<file path="config.mk">
export PLATFORM = sky130hd
export DESIGN_NAME = icache_2way
export DESIGN_NICKNAME = d
export VERILOG_FILES = /design/src/rtl/icache_2way.sv
export SDC_FILE = /design/constraint.sdc
export NUM_CORES = 2
export LEC_CHECK = 0
export BUFFER_PORTS_ARGS = -buffer_cell sky130_fd_sc_hd__buf_2
export CAP_MARGIN = 40
export CORE_MARGIN = 1
export CORE_UTILIZATION = 42
export CTS_BUF_LIST = sky130_fd_sc_hd__clkbuf_8
export DETAILED_ROUTE_END_ITERATION = 8
export HOLD_SLACK_MARGIN = 0.02
export PLACE_DENSITY_LB_ADDON = 0.25
export RECOVER_POWER = 25
export SLEW_MARGIN = 0
export SYNTH_ARGS = -nofsm -noshare
export SYNTH_HDL_FRONTEND = slang
export SYNTH_MEMORY_MAX_BITS = 65536
export SYNTH_SLANG_ARGS = --single-unit
export TNS_END_PERCENT = 100
</file>
<file path="constraint.sdc">
create_clock -name clk -period 60 [get_ports clk]
set_input_delay 18 -clock clk [delete_from_list [all_inputs] [get_ports clk]]
set_output_delay 18 -clock clk [all_outputs]
set_load 0.02 [all_outputs]
</file>
<file path="src/rtl/icache_2way.sv">
// rtl/icache_2way.sv - read-only 2-way set-associative L1 instruction cache with LRU replacement
module icache_2way #(
    parameter int S_INDEX = 3
) (
    input  logic         clk,
    input  logic         rst,
    input  logic         mem_read,
    input  logic [31:0]  mem_address,
    input  logic         mem_stall,
    output logic         mem_resp,
    output logic         mem_ready,
    output logic [31:0]  mem_rdata,
    output logic         pmem_read,
    output logic [31:0]  pmem_address,
    input  logic [255:0] pmem_rdata,
    input  logic         pmem_resp
);

    localparam int SETS  = 1 << S_INDEX;
    localparam int TAG_W = 27 - S_INDEX;

    typedef enum logic [0:0] {IDLE, FILL} state_t;

    state_t state;
    state_t state_next;

    logic [TAG_W-1:0] tag_arr  [2][SETS];
    logic [255:0]     line_arr [2][SETS];
    logic [SETS-1:0]  valid0;
    logic [SETS-1:0]  valid1;
    logic [SETS-1:0]  lru;

    // Line-aligned fill address; the low five byte-offset bits are implicit zeros.
    logic [26:0] fill_line;

    logic [2:0]         word;
    logic [S_INDEX-1:0] idx;
    logic [TAG_W-1:0]   tg;
    logic [S_INDEX-1:0] fill_idx;
    logic [TAG_W-1:0]   fill_tag;
    logic               hit0;
    logic               hit1;
    logic               hit;
    logic [255:0]       hit_line;
    logic [31:0]        hit_word;
    logic               victim;
    logic               fill_done;
    logic               hit_update;
    logic               start_fill;
    logic               addr_unused;

    assign word        = mem_address[4:2];
    assign idx         = mem_address[4+S_INDEX:5];
    assign tg          = mem_address[31:5+S_INDEX];
    assign addr_unused = &{1'b0, mem_address[1:0]};
    assign fill_idx    = fill_line[S_INDEX-1:0];
    assign fill_tag    = fill_line[26:S_INDEX];

    assign hit0     = valid0[idx] && (tag_arr[0][idx] == tg);
    assign hit1     = valid1[idx] && (tag_arr[1][idx] == tg);
    assign hit      = hit0 || hit1;
    assign hit_line = hit1 ? line_arr[1][idx] : line_arr[0][idx];
    assign hit_word = hit_line[{word, 5'b0} +: 32];

    assign victim     = lru[fill_idx];
    assign fill_done  = (state == FILL) && pmem_resp;
    assign hit_update = (state == IDLE) && mem_read && hit && !mem_stall;
    assign start_fill = (state == IDLE) && mem_read && !hit && !mem_stall;

    always_ff @(posedge clk or posedge rst) begin
        if (rst) begin
            state <= IDLE;
        end else begin
            state <= state_next;
        end
    end

    always_comb begin
        state_next = state;
        case (state)
            IDLE:    if (start_fill) state_next = FILL;
            FILL:    if (pmem_resp)  state_next = IDLE;
            default: state_next = IDLE;
        endcase
    end

    always_comb begin
        mem_ready    = 1'b0;
        mem_resp     = 1'b0;
        mem_rdata    = 32'h0;
        pmem_read    = 1'b0;
        pmem_address = {fill_line, 5'b0};
        case (state)
            IDLE: begin
                mem_ready = 1'b1;
                mem_resp  = mem_read && hit;
                mem_rdata = (mem_read && hit) ? hit_word : 32'h0;
            end
            FILL: begin
                pmem_read = 1'b1;
            end
            default: ;
        endcase
    end

    always_ff @(posedge clk or posedge rst) begin
        if (rst) begin
            fill_line <= '0;
        end else if (start_fill) begin
            fill_line <= mem_address[31:5];
        end
    end

    // Victim choice looks only at LRU, never at valid bits.
    always_ff @(posedge clk or posedge rst) begin
        if (rst) begin
            valid0 <= '0;
            valid1 <= '0;
            lru    <= '0;
        end else if (fill_done) begin
            if (victim) begin
                valid1[fill_idx] <= 1'b1;
            end else begin
                valid0[fill_idx] <= 1'b1;
            end
            lru[fill_idx] <= ~victim;
        end else if (hit_update) begin
            lru[idx] <= ~hit1;
        end
    end

    always_ff @(posedge clk) begin
        if (fill_done) begin
            line_arr[victim][fill_idx] <= pmem_rdata;
            tag_arr[victim][fill_idx]  <= fill_tag;
        end
    end

endmodule

</file>
### Yosys cells after proc, flatten, opt, wreduce, memory -nomap -nowiden

Memories as Yosys holds them, arrays and structs flattened.
Cells that the tools add are included.
Widths: inputs -> output; s select.

* output and inout port bits: 67
* memories kept: 2
* input port bits: 293
* register bits: 52
* RAM bits: 4480

Memories
* line_arr: words 2, bits a word 2048, rd ports 2, clocked after memory_dff 0, write ports 1, RTL line 28 `logic [255:0] line_arr [2][SETS];`
* tag_arr: words 2, bits a word 192, rd ports 2, clocked after memory_dff 0, write ports 1, RTL line 27 `logic [TAG_W-1:0] tag_arr [2][SETS];`

* order comparisons: 7
* shifts and indexed selects: 1
* bitwise operators: 7
* mux-type cells: 42
* reductions and logical operators: 18
* equal/unequal tests: 2

Operator list (count)
* $mux 2048: 1
* $bmux 256 s3: 2
* $mux 256: 6
* $demux 256 s3: 1
* $shiftx 256x9->32: 1
* $mux 192: 1
* $bmux 24 s3: 2
* $mux 24: 5
* $demux 24 s3: 1
* $mux 32: 2
* $eq 24x24->1: 2
* $bwmux 8: 2
* $mux 8: 2
* $or 8x8->8: 2
* $logic_and 1x1->1: 12
* $mux 1: 11
* $bmux 1 s3: 3
* $ge 4x4->1 const B: 2
* $lt 3x4->1 const B: 2
* $not 3->4: 2
* $demux 1 s3: 2
* $ge 3x1->1 const B: 2
* $lt 4x1->1 const B: 1
* $reduce_and 2->1: 2
* other kinds (5): 8

### Logic depth before layout (Yosys ltp)

* word-level depth: 12
* mapped depth: 19

### Worst setup path after synthesis

Ideal clock, no wire load.

* path type: input -> register
* start point: input port pmem_resp
* end point: register valid1[6]
* setup time: 0.178 ns
* setup slack: 20.738 ns
* path buffers: 0
* cell stages on the path: 5
* data arrival time: 39.085 ns
* cell sequence: nand2_1 > inv_1 > nand2_1 > nor3_1 > or2_2

* word-level cells in the longest chain between the ends: 2

RTL lines
* from (decl): RTL line 16 `input logic pmem_resp`
* $logic_and 1x1->1: RTL line 66 `assign fill_done = (state == FILL) && pmem_resp;`
* $reduce_and 2->1 (no source line)
* to (signal assigned): RTL line 118 `valid1 <= '0;`
* to (signal, indexed assignment): RTL line 122 `valid1[fill_idx] <= 1'b1;`
* to (decl): RTL line 30 `logic [SETS-1:0] valid1;`

Every way passes these cells.
A chain may end at the register's enable or synchronous reset.

### Worst setup path in the final report

* start point: input port mem_address[7]
* end point: output port mem_rdata[9]

* word-level cells in the longest chain between the ends: 10
* elaborated cells between the ends (all ways): 27
* classes of those cells: eq/ne: 2; shift: 1; mux: 19; bitwise: 1; reduce/logical: 4

RTL lines
* from (decl): RTL line 8 `input logic [31:0] mem_address,`
* $not 3->4 (not written as such): RTL line 59, 60, 62
* $bmux 24 s3 (on tied branches): RTL line 60, 59
* $mux 24 (on tied branches) (2 in a row): RTL line 60, 59
* $eq 24x24->1 (on tied branches): RTL line 60, 59
* $logic_and 1x1->1 (on tied branches): RTL line 60, 59
* $mux 256 / $logic_or 1x1->1 (equally long branches): RTL line 62, 61
* $shiftx 256x9->32 / $logic_and 1x1->1 (equally long branches): RTL line 63, 97
* $mux 32 *: RTL line 97 `mem_rdata = (mem_read && hit) ? hit_word : 32'h0;`
* $mux 32 *: RTL line 93 `case (state)`
* to (decl): RTL line 12 `output logic [31:0] mem_rdata,`

Every way passes the cells marked *; elsewhere a longest branch is shown, timed or not. The select of a mux whose other input is x is not followed.

==> reports/qor.txt <==
Overflow after GRT: 0
Relative slew margins: 0.1676
Nets: 9785
Synth warnings: 0
Critical path type: input pin to output port
Non-filler cells in the finished layout: 15610
Fin crit period: 43.13 ns
Via density: 5.942
Cts bufs inserted: 724
DRT iter0 DRCs: 9872
Crit path top cell by count: buf_4
EDFF count, synth: 4480
Vias in the first global route: 95250
Highest clock rate: 23.18 MHz
Final setup margin: 16.87 ns
CP endpoint kind: output port
Top-count cell post-synth: edfxtp_1
H-tree Lvls: 6
Core area: 0.4143 mm²
Starting Density: 0.4232
Multi-input gate area: 0.03675 mm²
Clock sinks: 4532
Total Power: 6.421 mW
Max clock buf depth: 4
Yosys cell types: 84
Post-synth ARST share: 0.01147
Post-DP HPWL: 270800 µm
Drt first pass iters: 7
Max_cap viols: 0
Initial antenna violation count: 154
CTS Root Buffer Type: clkbuf_8
Sequential area share after synthesis: 0.7747
Gpl congestion: 0.7938
Register-to-Register Setup Slack: 54.66 ns
Post-Route WL: 494500 µm
Crit path cell chain: buf_8 -> buf_4 -> buf_4 -> buf_16 -> buf_4 -> buf_4 -> buf_4 -> buf_4 -> mux4_2 -> mux4_2 -> mux2_2 -> o22ai_1 -> a211oi_2 -> buf_2
FF+latch count, synth: 4532
Largest net degree at the start of global routing: 134
Slowest Stage Delay on Critical Path: 0.78 ns
Placement row count: 236
Arr. time, crit path: 25.13 ns
CP startpoint kind: input pin
Gr usage total: 0.2322
Latest clock arrival within the worst-skew pair: 1.26 ns
Synth top area share: 0.7673
RSZ-0062 raised after global routing: false
Setup violators final: 0
Port Buffers: 352
Dpl ws: 16.94 ns
Final period util: 0.7189
Clock-pin transition on the worst setup and hold timing paths: 0.06 ns
Postcts setup bufs: 0
IO Pins: 360
Syn_area_per_cell: 20.05 µm²
Met1 Usage GRT: 0.3055
CP Max Fanout: 87
Worst slew pin tran: 1.249 ns
Leak pwr: 63.31 nW
VDD IR max: 21.07 µV
Syn Inst Count: 8746
Post-CTS sizing: 0
CP max stage cell: buf_4
Die ar.: 0.4200 mm²
Syn Std Cell Area: 0.1753 mm²
Worst EP required: 42.00 ns
Endpoints failing hold: 0
Util after Layout: 0.4773
Placed cells: 14240
Area contributors post-synth: edfxtp_1, mux4_2, mux2_2
Dominant synthesized flop cell: edfxtp_1
Sequential cell area: 0.1358 mm²
Cell accounting for the most synthesized area: edfxtp_1
CP bufs+invs: 9
Family with the most delay on the worst path: buffers and inverters
HP Class: flip-flop to flip-flop
Grt met3 use: 0.04113
Die Y-Extent: 648.1 µm
PD cells: 32.48 mW/mm²
CTS tree: yes
Met2 Track Usage GR: 0.3879
Synthesis-to-layout area growth: 12.77%
Routed Antenna Nets: 0
Final TNS setup: 0 ns
Placed cell area: 0.1845 mm²
GRT busiest layer: met2
Die Wd: 648.1 µm
Fillcell total: 34220
Max-slew violations: 0
Cell area after layout: 0.1977 mm²
Synth top cells by count: edfxtp_1, mux4_2, mux2_2
Hold-fix buffers, CTS: 0
Avg WL per Cell: 31.68 µm
Share of cells above drive strength 1: 0.2501
First-pass GRT wire length: 699700 µm
Vias: 92720
Status: finished clean
WHS: 0.4712 ns
Drt drc: 0
Skew final: 0.07299 ns
[registers in the layout, indices dropped and copies added, names as in the netlist]
signal,flops
state,1
valid0,8
lru,8
line_arr,4096
fill_line,27
valid1,8
tag_arr,384
[report_power, final]
group          total, mW  leakage (nW)  switching, mW  internal, mW
Sequential          3.57          41.0         0.0286          3.54
Combinational      0.385          14.8          0.257         0.129
Clock               2.46          7.57           1.24          1.23
[logic make-up (layout without fill, tap and decap cells)]
| kind of cell | Yosys count | after routing | share of synthesized area |
|---|---|---|---|
| buffers and inverters | 609 | 1918 | 0.01666 |
| XOR/XNOR | 38 | 38 | 0.001898 |
| AND/OR/NAND/NOR | 465 | 465 | 0.01208 |
| AO/OA/AOI/OAI | 1618 | 1618 | 0.06461 |
| multiplexers | 1483 | 1483 | 0.1300 |
| flip-flops | 4532 | 4532 | 0.7747 |
| other | 1 | 78 | 0.00002139 |
[worst register-to-register path, cell delays in order, from the launching register on]
cell	delay (ns)
dfrtp_1	0.38
nand2_1	0.44
or4_1	0.75
nor2_4	0.58
buf_4	0.68
buf_4	0.61
buf_4	0.68
buf_4	0.55
buf_12	0.29
[placed cells by master, fill, tap and decap left out, types with 13 or more instances in the layout]
cell,instances
a21oi_1,271
diode_2,73
a211oi_2,30
a22oi_1,63
nand3_1,20
buf_2,175
mux2_1,19
mux4_2,575
nand2_1,111
and3_1,13
xnor2_1,26
a221oi_1,15
o22ai_1,530
buf_4,184
nor2_1,206
bufinv_16,16
o21ai_0,184
nand2b_1,19
o221ai_1,264
dfrtp_1,52
a22o_1,45
edfxtp_1,4480
mux2_2,538
buf_12,33
inv_12,14
a211oi_1,35
inv_8,19
mux2i_1,345
inv_1,224
clkinv_1,212
clkinv_2,48
clkbuf_8,740
a32o_1,17
a221o_1,106
buf_16,38
clkbuf_1,175
[routing by layer]
layer | vias up | part of all wire
li1 | 38480 | -
met1 | 49410 | 0.40
met2 | 3963 | 0.49
met3 | 832 | 0.076
met4 | 44 | 0.033
met5 | - | 0.00059
[layout make-up]
class | count | area share
tap | 5474 | 0.03464
clock inverter | 553 | 0.01570
timing repair buffer | 610 | 0.02375
antenna | 73 | 0.0009239
inverter | 15 | 0.0006518
multi-input combinational | 3609 | 0.1858
clock buffer | 740 | 0.05151
sequential | 4532 | 0.6870
[path summary, 6_finish.rpt]
kind                                               end  cells past startpoint                  start
max                                       mem_rdata[9]                     14         mem_address[7]
min                              valid1[2]$_DFFE_PP0P_                      1  valid1[2]$_DFFE_PP0P_
max reg2reg                line_arr[1][2038]$_DFFE_PP_                      8        state$_DFF_PP0_
min reg2reg                      valid1[2]$_DFFE_PP0P_                      1  valid1[2]$_DFFE_PP0P_
max in group asynchronous    fill_line[18]$_DFFE_PP0P_                      3                    rst
min in group asynchronous              state$_DFF_PP0_                      3                    rst
Note: power is estimated with default switching activity, not from simulation.
